===== src/rtl/fetch_unit.sv =====
// Instruction-fetch stage: PC register, ROM address drive and IF/ID pipeline register.
// Optional performance counters are enabled by defining FETCH_PERF_EN.
module fetch_unit #(
    parameter int unsigned N   = 32,
    parameter int unsigned INS = 1000
) (
    input  logic         clk,
    input  logic         rst,
    input  logic         stall_i,
    input  logic         flush_i,
    input  logic         branch_taken_i,
    input  logic [N-1:0] branch_target_i,
    input  logic [N-1:0] instruction_i,
    output logic [N-1:0] pc_o,
    output logic [N-1:0] instr_o,
    output logic [N-1:0] pc_id_o,
    output logic         valid_o,
`ifdef FETCH_PERF_EN
    output logic [31:0]  fetch_count_o,
    output logic [31:0]  stall_count_o,
`endif
    output logic         done_o
);

    localparam logic ST_FETCH = 1'b0;
    localparam logic ST_DONE  = 1'b1;

    localparam logic [N-1:0] LP_INS  = N'(INS);
    localparam logic [N-1:0] LP_LAST = N'(INS - 1);

    logic [N-1:0] r_pc, r_instr, r_pc_id;
    logic         r_valid, r_state;

    logic [N-1:0] w_pc_d, w_instr_d, w_pc_id_d;
    logic         w_valid_d, w_state_d;
    logic         w_load;
    logic         w_advance;

    always_comb begin
        w_pc_d    = r_pc;
        w_instr_d = r_instr;
        w_pc_id_d = r_pc_id;
        w_valid_d = r_valid;
        w_state_d = r_state;
        w_load    = 1'b0;
        w_advance = 1'b0;

        if (branch_taken_i) begin
            w_valid_d = 1'b0;
            // Out-of-range target halts fetch instead of addressing past the ROM.
            if (branch_target_i >= LP_INS) begin
                w_state_d = ST_DONE;
            end else begin
                w_pc_d    = branch_target_i;
                w_state_d = ST_FETCH;
            end
        end else if (flush_i) begin
            w_valid_d = 1'b0;
            w_advance = !stall_i && (r_state == ST_FETCH);
        end else if (!stall_i) begin
            if (r_state == ST_FETCH) begin
                w_load    = 1'b1;
                w_instr_d = instruction_i;
                w_pc_id_d = r_pc;
                w_valid_d = 1'b1;
                w_advance = 1'b1;
            end else begin
                w_valid_d = 1'b0;
            end
        end

        if (w_advance) begin
            if (r_pc == LP_LAST) begin
                w_state_d = ST_DONE;
            end else begin
                w_pc_d = r_pc + 1'b1;
            end
        end
    end

    always_ff @(posedge clk) begin
        if (!rst) begin
            r_pc    <= '0;
            r_instr <= '0;
            r_pc_id <= '0;
            r_valid <= 1'b0;
            r_state <= ST_FETCH;
        end else begin
            r_pc    <= w_pc_d;
            r_instr <= w_instr_d;
            r_pc_id <= w_pc_id_d;
            r_valid <= w_valid_d;
            r_state <= w_state_d;
        end
    end

    assign pc_o    = r_pc;
    assign instr_o = r_instr;
    assign pc_id_o = r_pc_id;
    assign valid_o = r_valid;
    assign done_o  = (r_state == ST_DONE);

`ifdef FETCH_PERF_EN
    logic [31:0] r_fetch_count, r_stall_count;

    // Both counters saturate rather than wrap.
    always_ff @(posedge clk) begin
        if (!rst) begin
            r_fetch_count <= '0;
            r_stall_count <= '0;
        end else begin
            if (w_load && (r_fetch_count != '1)) begin
                r_fetch_count <= r_fetch_count + 1'b1;
            end
            if (stall_i && !branch_taken_i && (r_stall_count != '1)) begin
                r_stall_count <= r_stall_count + 1'b1;
            end
        end
    end

    assign fetch_count_o = r_fetch_count;
    assign stall_count_o = r_stall_count;
`endif

endmodule


===== config.mk =====
export PLATFORM = sky130hd
export DESIGN_NAME = fetch_unit
export DESIGN_NICKNAME = d
export VERILOG_FILES = /design/src/rtl/fetch_unit.sv
export SDC_FILE = /design/constraint.sdc
export NUM_CORES = 1
export LEC_CHECK = 0
export ABC_AREA = 0
export CORE_MARGIN = 4
export CORE_UTILIZATION = 40
export DETAILED_ROUTE_END_ITERATION = 7
export PLACE_DENSITY = 0.77
export REMOVE_ABC_BUFFERS = 1
export SYNTH_ARGS = -nofsm -noshare
export SYNTH_HDL_FRONTEND = slang
export SYNTH_SLANG_ARGS = --single-unit

===== constraint.sdc =====
create_clock -name clk -period 2.14 [get_ports clk]
set_clock_uncertainty 0.15 [all_clocks]
set_input_delay 0.428 -clock clk [delete_from_list [all_inputs] [get_ports clk]]
set_output_delay 0.428 -clock clk [all_outputs]
set_load 0.1 [all_outputs]

==> results.md, run 1 <==
* Ant. Diodes at 0
* Number of library cell types mapped by synthesis at 47
* Final ANT Viol Nets at 0
* Fillers at 842
* CP required at 2.24 ns
* First-pass GRT wire length at ~24000 µm
* Ys Warns at 0
* Predominant post-synthesis flop cell: dfxtp_1
* Initial antenna violation count at 0
* CORE AREA at approximately 0.011 mm²
* Most frequent cells in the layout: nand2_1 (149), buf_4 (139), dfxtp_1 (88)
* HPWL Detailed at 11000 µm
* Pleak at 2.81 nW
* Max incr delay on CP at 0.48 ns
* Clock root cell: clkbuf_8
* Area grow syn2layout at 67.3%
* Worst R2R Path Depth at 7
* Clock net sink count at between 90 and 100
* Placer Congestion at slightly below 0.9
* Syn Std Cell Area at 0.00441 mm²
* Clock buffer depth at 2
* I/O pins at 167
* CP max FO at 6
* Met2 Use GR at between 30% and 40%
* Final hold vios at 0
* Detailed-route via count at a little over 5k
* Die Width at 113 µm
* Fmax at ~450 MHz
* GR Util met3 at 5.19%
* P per Cell Area at 483 mW/mm²
* Reg2reg setup slack at -0.08 ns
* Clock-pin slew on the worst setup and hold paths at 0.09 ns
* Worst setup EP type: flop
* GR Layer Usage met1 at 26.9%
* Largest net degree at the start of global routing at 41
* Share of post-route cells with drive strength above 1 at 30.7%
* Initial core utilization at between 40% and 50%
* CTS tree: done
* Final WS setup at -0.0789 ns
* Cell row count at 38
* Routed len/inst at 16.3 µm
* Syn Area/Cell at 7.69 µm²
* Congestion Overflow GR at 0
* Die Area at approximately 0.013 mm²
* WP buf/inv at 2
* Vias in the first global route at 4988
* Async S/R FF share, synth at 0%
* Hold_sp: branch_taken_i
* Register area at 0.00198 mm²
* Max-cap viol count at 0
* Seq/Total Area, Yosys at 44.5%
* Hold crit path type: in -> reg
* Rel. slew slack at 74.7%
* TritonCTS buffer count at 9
* Min-Delay Endpoint: valid_o$_SDFFE_PP0N_
* Worst VDD drop at 295 µV
* Slowest-stage cell, CP: or4_1
* Pwr Total at 0.00356 W
* Setup CP Type: reg -> reg
* Post-synth EDFFs at 0
* Tmin final at ~2.2 ns
* Most common cell after layout, fill and taps aside: nand2_1
* H-tree depth at 3
* Status: finished, violations left
* Hold depth at 2
* DP Cell Count at 909
* Total track usage at 22.3%
* Initial drt markers at roughly 340
* Synth Instances at 573
* Final period util at 104%
* Clock latency on the worst-skew pair at between 0.3 and 0.4 ns
* Synth Register Bits at between 90 and 100
* R2R Path End: pc_o[31]$_SDFF_PN0_
* Worst-path cell chain: nor4_4 -> nand4_1 -> buf_4 -> o31ai_4 -> buf_6 -> nor3_2 -> or4_1
* Multi-input logic area at 0.00240 mm²
* Worst Path Arrival at 2.32 ns
* Number of remaining DRC errors at 0
* Nets at 864
* Die H at 113 µm
* Routed wire length at 15300 µm
* Failing checks: setup timing
* Post-Layout Cell Count at around 940
* Most Crowded Layer GR: met2
* Reg2reg start: pc_o[31]$_SDFF_PN0_
* Via density at 5.53
* First-pass DRT Iterations at 5
* Fin. max-slew vios at 0
* # setup viols final at 4
* IO Port Bufs at 166
* Cell family with most CP delay: simple AND/OR/NAND/NOR gates
* Worst Tran Pin Value at 0.377 ns
* Crit path launch type: flop
* RSZ-0062 raised after global routing: yes
## synth_stat cells, types with 4 or more instances
| master | count | area, µm² |
|---|---|---|
| nand2_1 | 150 | 563 |
| dfxtp_1 | 98 | 1960 |
| a21oi_1 | 73 | 365 |
| clkbuf_1 | 35 | 131 |
| nand4_1 | 34 | 213 |
| nand3_1 | 18 | 90.1 |
| nor2_1 | 17 | 63.8 |
| nor3_1 | 17 | 85.1 |
| o21ai_0 | 15 | 75.1 |
| nor4_1 | 13 | 81.3 |
| and3_1 | 9 | 56.3 |
| or4_1 | 9 | 67.6 |
| and4_1 | 8 | 70.1 |
| o211ai_1 | 8 | 60.1 |
| or3_1 | 7 | 43.8 |
| a31oi_1 | 5 | 31.3 |
| nor3b_1 | 5 | 37.5 |
| buf_2 | 4 | 20.0 |
| buf_4 | 4 | 30.0 |
## kinds of logic (layout without fill, tap and decap cells)
kind of cell,after synthesis,count (layout),synth area share [%]
AO/OA/AOI/OAI,121,121,16.0
adder cells (fa/ha/maj),1,1,0.284
multiplexers,3,3,0.738
buffers and inverters,48,273,4.54
flip-flops,98,98,44.5
AND/OR/NAND/NOR,302,302,33.9
## final cells by class
class,instances,share of cell area [%]
clock inverter,3,0.323
sequential,98,26.8
multi-input combinational,427,32.6
inverter,2,0.102
clock buffer,12,2.11
timing repair buffer,256,35.7
tap,140,2.38
## worst max path at each step
stage / startpoint / to / slack [ns] / cells past startpoint
2_1_floorplan: done_o$_SDFF_PN0_ / instr_o[0]$_SDFFE_PN0P_ / -1.65 / 4
3_3_place_gp: branch_target_i[15] / pc_o[30]$_SDFF_PN0_ / -0.34 / 7
3_5_place_dp: branch_target_i[15] / pc_o[30]$_SDFF_PN0_ / -0.36 / 7
4_1_cts: pc_o[29]$_SDFF_PN0_ / pc_o[31]$_SDFF_PN0_ / -0.01 / 6
5_1_grt: pc_o[25]$_SDFF_PN0_ / pc_o[31]$_SDFF_PN0_ / -0.17 / 7
6_report: pc_o[31]$_SDFF_PN0_ / pc_o[31]$_SDFF_PN0_ / -0.08 / 7
## where the power goes
part	switching, W	internal [W]
sequential	0.0000138	0.00184
combinational	0.000338	0.000240
clock	0.000636	0.000485
## routing by layer
layer,part of all wire [%],routed length [µm],vias to the layer above
met2,49,7490,247
met4,2.7,412,0
met5,0,0,-
met1,41,6260,2399
li1,-,-,2495
met3,7.5,1150,47
## worst register-to-register path, stage by stage, from the launching register on
cell     delay (ns)
dfxtp_1        0.35
nor4_4         0.29
nand4_1        0.20
buf_4          0.19
o31ai_4        0.24
buf_6          0.16
nor3_2         0.04
or4_1          0.48
## registers in the layout (all words and copies together) (netlist names)
register  flops
done_o        1
instr_o      32
pc_id_o      32
pc_o         32
valid_o       1
## repair_timing
action / CTS / global route
gates resized for setup: 14 / 42
endpoints found under the hold margin: 0 / 0
cloned: 0 / 1
hold buffers: 0 / 0
setup buffers: 4 / 10
setup endpoints to repair: 22 / 30
pin swaps: 10 / 13
## stage by stage
stage	util (%)	hold slack, ns	TNS (ns)	area (µm²)	setup slack, ns
3_5_place_dp	63.4	0.298	-22.37	6850	-0.360
4_1_cts	66.0	0.311	-0.0199	7120	-0.0136
5_1_grt	68.3	0.242	-1.27	7370	-0.173
3_3_place_gp	63.4	0.291	-20.03	6850	-0.343
2_1_floorplan	-	0.356	-130.42	4210	-1.65
6_report	68.3	0.237	-0.139	7370	-0.0789
(Power assumes the default switching activity.)
==> inputs of run 2 (changes only) <==
--- a/config.mk
+++ b/config.mk
@@ -6,11 +6,14 @@
 export NUM_CORES = 1
 export LEC_CHECK = 0
 export ABC_AREA = 0
+export CELL_PAD_IN_SITES_DETAIL_PLACEMENT = 1
+export CELL_PAD_IN_SITES_GLOBAL_PLACEMENT = 1
 export CORE_MARGIN = 4
-export CORE_UTILIZATION = 40
+export CORE_UTILIZATION = 28
 export DETAILED_ROUTE_END_ITERATION = 7
-export PLACE_DENSITY = 0.77
+export PLACE_DENSITY_LB_ADDON = 0.1
 export REMOVE_ABC_BUFFERS = 1
+export SLEW_MARGIN = 20
 export SYNTH_ARGS = -nofsm -noshare
 export SYNTH_HDL_FRONTEND = slang
 export SYNTH_SLANG_ARGS = --single-unit
==> run 2 against run 1 <==
The run still ends with setup timing left; maximum frequency up 2.4%; setup slack better by 0.052 ns; first-iteration DRC count is 51% lower; global-route usage fell by 2.8 points; clock power increased by 63%; count of clock-buffer cells in the layout is 1 lower; core utilization is 17 points lower; sequential share of layout area decreased by 1.7 points; power up 21%; largest cell class unchanged.
==> results.md, run 2 (synthesized netlist as in run 1, its figures left out) <==
* CTS tree: done
* # setup viols final at 2 (-2)
* Most Crowded Layer GR: met2
* P per Cell Area at 542 mW/mm² (+12%)
* Share of post-route cells with drive strength above 1 at 34.3% (+3.6 points)
* Hold crit path type: in -> reg
* Final hold vios at 0 (unchanged)
* Worst Tran Pin Value at 0.502 ns (+0.125 ns)
* Post-Layout Cell Count at 1035 (+10%)
* Area grow syn2layout at 79.4%
* Ant. Diodes at 0 (unchanged)
* Final period util at 101% (-2.4 points)
* First-pass DRT Iterations at 4 (-1)
* Placer Congestion at 0.885 (+0.52%)
* Final WS setup at -0.0271 ns (+0.0518 ns)
* Max-cap viol count at 0 (unchanged)
* First-pass GRT wire length at 28500 µm (+21%)
* Die H at 133 µm (+18%)
* Die Width at 133 µm (+18%)
* Status: finished, violations left
* Initial core utilization at 28.8% (-12 points)
* Fillers at 1793 (+110%)
* Rel. slew slack at 66.2% (-8.4 points)
* Vias in the first global route at 5567 (+12%)
* Reg2reg setup slack at -0.03 ns (+0.05 ns)
* Cell row count at 45 (+18%)
* R2R Path End: pc_o[31]$_SDFF_PN0_
* Pleak at 3.03 nW (+7.9%)
* Routed wire length at 17900 µm (+17%)
* Worst Path Arrival at 2.25 ns (-0.07 ns)
* HPWL Detailed at 13100 µm (+19%)
* Worst R2R Path Depth at 6 (-1)
* Clock latency on the worst-skew pair at 0.35 ns (-0.02 ns)
* CP max FO at 5 (-1)
* Routed len/inst at 17.3 µm (+6.0%)
* Worst setup endpoint: pc_o[31]$_SDFF_PN0_
* Nets at 889 (+2.9%)
* CP required at 2.22 ns (-0.02 ns)
* DP Cell Count at 999 (+9.9%)
* Clock net sink count at 98 (unchanged)
* Final core utilization at 51.6% (-17 points)
* Met2 Use GR at 35.8% (-2.6 points)
* Hold depth at 2 (unchanged)
* Clock root cell: clkbuf_16
* Detailed-route via count at 5248 (+1.2%)
* Initial antenna violation count at 0 (unchanged)
* Setup CP Type: reg -> reg
* I/O pins at 167 (unchanged)
* CORE AREA at 0.0153 mm² (+42%)
* GR Util met3 at 4.12% (-1.1 points)
* Reg2reg start: pc_o[8]$_SDFF_PN0_
* Most common cell after layout, fill and taps aside: buf_4
* Worst setup EP type: flop
* Crit path launch type: flop
* Number of remaining DRC errors at 0 (unchanged)
* H-tree depth at 3 (unchanged)
* Most frequent cells in the layout: buf_4 (159), nand2_1 (149), dfxtp_1 (85)
* IO Port Bufs at 166 (unchanged)
* Total track usage at 19.5% (-2.8 points)
* RSZ-0062 raised after global routing: yes
* TritonCTS buffer count at 9 (unchanged)
* Tmin final at 2.17 ns (-0.0518 ns)
* # hold bufs at CTS at 0 (unchanged)
* Worst VDD drop at 332 µV (+12%)
* WHS at 0.236 ns (-0.00165 ns)
* Final ANT Viol Nets at 0 (unchanged)
* Clock buffer depth at 2 (unchanged)
* Fin. max-slew vios at 0 (unchanged)
* Initial drt markers at 168 (-51%)
* Failing checks: setup timing
* CP Launch Point: pc_o[8]$_SDFF_PN0_
* Pwr Total at 0.00429 W (+21%)
* Fmax at 461 MHz (+2.4%)
* Placement Cell Area at 0.00709 mm² (+3.6%)
* GR Layer Usage met1 at 22.4% (-4.5 points)
* Die Area at 0.0178 mm² (+40%)
* Clock-pin slew on the worst setup and hold paths at 0.07 ns (-0.02 ns)
* Largest net degree at the start of global routing at 39 (-4.9%)
* Congestion Overflow GR at 0 (unchanged)
* Design Area, Final at 0.00791 mm² (+7.3%)
* Via density at 5.07 (-8.3%)
## run 2: changes by cell type in the layout (fill, tap and decap cells not counted), moves of 3 or more
cell	previous run	this run
o21ai_0	13	7
o21ai_1	2	6
buf_6	9	13
clkbuf_16	1	10
clkbuf_8	11	1
buf_4	139	159
nand3_4	0	3
dfxtp_1	88	85
## run 2: timing repair
item / in CTS / in global routing
pin swaps: 13 / 22
setup buffers: 10 / 11
cloned: 0 / 1
endpoints found under the setup margin: 28 / 38
gates resized for setup: 27 / 58
## run 2: critical path: stages (launching register included)
cell	delay, ns
dfxtp_1	0.36
nand3_2	0.11
or4_4	0.46
o31ai_4	0.26
buf_6	0.17
nor3_2	0.04
or4_1	0.50
## run 2: through the flow
stage / setup TNS, ns / setup WS (ns)
after floorplan: -130.42 / -1.65
after CTS: -0.103 / -0.0288
final: -0.0364 / -0.0271
after global placement: -21.05 / -0.382
after global routing: -0.735 / -0.114
after detailed placement: -24.97 / -0.400
## run 2: worst min-delay path by stage
stage	startpoint	endpoint	slack [ns]
after floorplan	branch_taken_i	valid_o$_SDFFE_PP0N_	0.36
after global placement	instr_o[4]$_SDFFE_PN0P_	instr_o[4]$_SDFFE_PN0P_	0.29
after detailed placement	pc_id_o[9]$_SDFFE_PN0P_	pc_id_o[9]$_SDFFE_PN0P_	0.30
after CTS	pc_id_o[9]$_SDFFE_PN0P_	pc_id_o[9]$_SDFFE_PN0P_	0.31
after global routing	branch_taken_i	valid_o$_SDFFE_PP0N_	0.27
final	branch_taken_i	valid_o$_SDFFE_PP0N_	0.24
## run 2: report_power, final
part	total (W)	internal (W)	switching, W	leakage (nW)
logic	0.000601	0.000255	0.000347	2.07
registers	0.00186	0.00184	0.0000153	0.799
clock network	0.00183	0.00107	0.000760	0.160
total	0.00429	0.00316	0.00112	3.03
## run 2: layer usage
| layer | part of all wire [%] | up-vias |
|---|---|---|
| met2 | 51 | 153 |
| met1 | 41 | 2530 |
| met3 | 5.6 | 21 |
| li1 | - | 2544 |
| met5 | 0 | - |
| met4 | 1.7 | 0 |
## run 2: final cells by class
type                            instances  area [µm²]  area share (%)
Timing Repair Buffer                  281        2850            36.0
Multi-Input combinational cell        427        2470            31.3
Clock buffer                           11         243            3.07
Sequential cell                        98        1980            25.1
Inverter                                2        8.76           0.111
Tap cell                              211         264            3.34
Clock inverter                          5        86.3            1.09
==> inputs of run 3 (changes only) <==
--- a/config.mk
+++ b/config.mk
@@ -11,6 +11,7 @@
 export CORE_MARGIN = 4
 export CORE_UTILIZATION = 28
 export DETAILED_ROUTE_END_ITERATION = 7
+export MAX_ROUTING_LAYER = met4
 export PLACE_DENSITY_LB_ADDON = 0.1
 export REMOVE_ABC_BUFFERS = 1
 export SLEW_MARGIN = 20
==> run 3 against run 2 <==
The flow still finishes with violations (setup timing); critical path type is now in -> reg; first-iteration DRC count grew 2.4%; hold slack improved by 0.070 ns; sequential power about the same.
==> results.md, run 3 (synthesized netlist as in run 1, its figures left out) <==
* Status: finished, violations left
* Failing checks: setup timing
* Final period util at 106% (+5.0 points)
* Clock buffer depth at 2 (unchanged)
* RSZ-0062 raised after global routing: yes
* Fmax at 440 MHz (-4.7%)
* Via density at 5.13 (+1.1%)
* Worst VDD drop at 385 µV (+16%)
* First-pass GRT wire length at 29000 µm (+1.5%)
* Largest net degree at the start of global routing at 39 (unchanged)
* Crit path launch type: primary input
* Hold_sp: instr_o[0]$_SDFFE_PN0P_
* Initial drt markers at 172 (+2.4%)
* Fin. max-slew vios at 0 (unchanged)
* Hold depth at 2 (unchanged)
* Detailed-route via count at 5282 (+0.65%)
* Clock-pin slew on the worst setup and hold paths at 0.07 ns (about the same)
* Ant. Diodes at 0 (unchanged)
* Initial core utilization at 28.8% (unchanged)
* Cell row count at 45 (unchanged)
* # hold bufs at CTS at 0 (unchanged)
* HPWL Detailed at 13100 µm (about the same)
* TritonCTS buffer count at 9 (unchanged)
* Routed len/inst at 17.6 µm (+1.5%)
* Rel. slew slack at 68.4% (+2.1 points)
* CP required at 2.21 ns (about the same)
* First-pass DRT Iterations at 4 (unchanged)
* Psw at 0.00111 W (-1.2%)
* Min-Delay Endpoint: instr_o[0]$_SDFFE_PN0P_
* Die H at 133 µm (unchanged)
* I/O pins at 167 (unchanged)
* Reg2reg setup slack at -0.11 ns (-0.08 ns)
* R2R Path End: pc_o[31]$_SDFF_PN0_
* Pwr Total at 0.00428 W (-0.16%)
* Max-cap viol count at 0 (unchanged)
* IO Port Bufs at 166 (unchanged)
* Die Width at 133 µm (unchanged)
* Reg2reg start: pc_o[30]$_SDFF_PN0_
* Initial antenna violation count at 0 (unchanged)
* Pleak at 2.98 nW (-1.7%)
* H-tree depth at 3 (unchanged)
* Post-Layout Cell Count at 1030 (-0.48%)
* Vias in the first global route at 5609 (+0.75%)
* CORE AREA at 0.0153 mm² (unchanged)
* Number of remaining DRC errors at 0 (unchanged)
* Worst Path Arrival at 2.35 ns (+0.10 ns)
* CP max FO at 2 (-3)
* Most common cell after layout, fill and taps aside: nand2_1
* DP Cell Count at 992 (-0.70%)
* Share of post-route cells with drive strength above 1 at 32.8% (-1.5 points)
* P per Cell Area at 548 mW/mm² (+1.0%)
* Die Area at 0.0178 mm² (unchanged)
* Most frequent cells in the layout: nand2_1 (150), buf_4 (147), dfxtp_1 (88)
* Worst R2R Path Depth at 8 (+2)
* Tmin final at 2.27 ns (+0.108 ns)
* Comb power frac at 14.4% (+0.4 points)
* Routed wire length at 18100 µm (+0.99%)
* Congestion Overflow GR at 0 (unchanged)
* Clock net sink count at 98 (unchanged)
* Final hold vios at 0 (unchanged)
* Clock share of power at 42.1% (-0.5 points)
* Placer Congestion at 0.881 (-0.47%)
* Clock latency on the worst-skew pair at 0.35 ns (about the same)
* Clock root cell: clkbuf_16
* Power Internal at 0.00317 W (+0.21%)
* Nets at 884 (-0.56%)
* # setup viols final at 19 (+17)
* Worst setup EP type: flop
* Pre-CTS setup slack at -0.425 ns (-0.0250 ns)
* Area grow syn2layout at 77.3%
* Setup CP Type: in -> reg
* Hold crit path type: reg -> reg
* Switching Share at 25.9% (-0.27 points)
* Final ANT Viol Nets at 0 (unchanged)
* Final WS setup at -0.135 ns (-0.108 ns)
* Sequential Power Share at 43.5% (+0.2 points)
* Total track usage at 20.5% (+0.99 points)
* Worst Tran Pin Value at 0.470 ns (-0.0316 ns)
* CTS tree: done
run 3: cell count changes in the layout (fill, tap and decap cells not counted), sizes merged:
cell	previous run	this run
buf	212	206
clkinv	3	2
clkinvlp	0	1
dlygate4sd2	0	1
dlymetal6s2s	2	1
nand2	151	152
run 3: routing by layer:
| layer | GRT usage (%) | wire, µm |
|---|---|---|
| met1 | 24.2 | 7750 |
| met2 | 35.9 | 9120 |
| met3 | 3.81 | 908 |
| met4 | 5.77 | 315 |
| met5 | - | 0 |
run 3: worst max-delay path, stage by stage:
cell,delay [ns]
clkdlybuf4s50_1,0.39
or4_1,0.57
nor2_4,0.16
and3_4,0.21
nor3_1,0.05
or4_1,0.53
run 3: how the worst max path moves through the flow:
stage | slack, ns | to | startpoint
2_1_floorplan | -1.65 | instr_o[0]$_SDFFE_PN0P_ | done_o$_SDFF_PN0_
3_3_place_gp | -0.40 | pc_o[30]$_SDFF_PN0_ | branch_target_i[15]
3_5_place_dp | -0.42 | pc_o[30]$_SDFF_PN0_ | branch_target_i[15]
4_1_cts | -0.16 | pc_o[31]$_SDFF_PN0_ | pc_o[10]$_SDFF_PN0_
5_1_grt | -0.20 | pc_o[31]$_SDFF_PN0_ | pc_o[30]$_SDFF_PN0_
6_report | -0.13 | pc_o[31]$_SDFF_PN0_ | branch_target_i[15]
run 3: layout make-up:
class | count | area, µm²
fill | 1809 | 7500
sequential | 98 | 1970
timing repair buffer | 275 | 2810
multi-input combinational | 428 | 2430
tap | 211 | 264
clock inverter | 5 | 85.1
inverter | 2 | 8.76
clock buffer | 11 | 243
run 3: metrics by stage:
step           hold WS [ns]  setup TNS (ns)  cell area (µm²)  util [%]
3_3_place_gp          0.292          -20.82             7030      45.9
5_1_grt               0.332           -3.23             7810      51.0
4_1_cts               0.311           -1.82             7640      49.9
3_5_place_dp          0.301          -24.52             7030      45.9
2_1_floorplan         0.356         -130.42             4210         -
6_report              0.306          -0.923             7810      51.0
run 3: what timing repair did:
| action | CTS | global route |
|---|---|---|
| setup endpoints to repair | 28 | 34 |
| cloned | 4 | 0 |
| setup buffers | 8 | 12 |
| pin swaps | 19 | 12 |
| resized for setup | 52 | 30 |
| hold endpoints to repair | 0 | 0 |
run 3: power by group through the flow:
stage / clock (W) / sequential (W) / combinational, W
2_1_floorplan: 0 / 0.00206 / 0.0000936
3_3_place_gp: 0 / 0.00190 / 0.000554
3_5_place_dp: 0 / 0.00190 / 0.000563
4_1_cts: 0.00185 / 0.00186 / 0.000609
5_1_grt: 0.00192 / 0.00186 / 0.000652
6_report: 0.00180 / 0.00186 / 0.000618
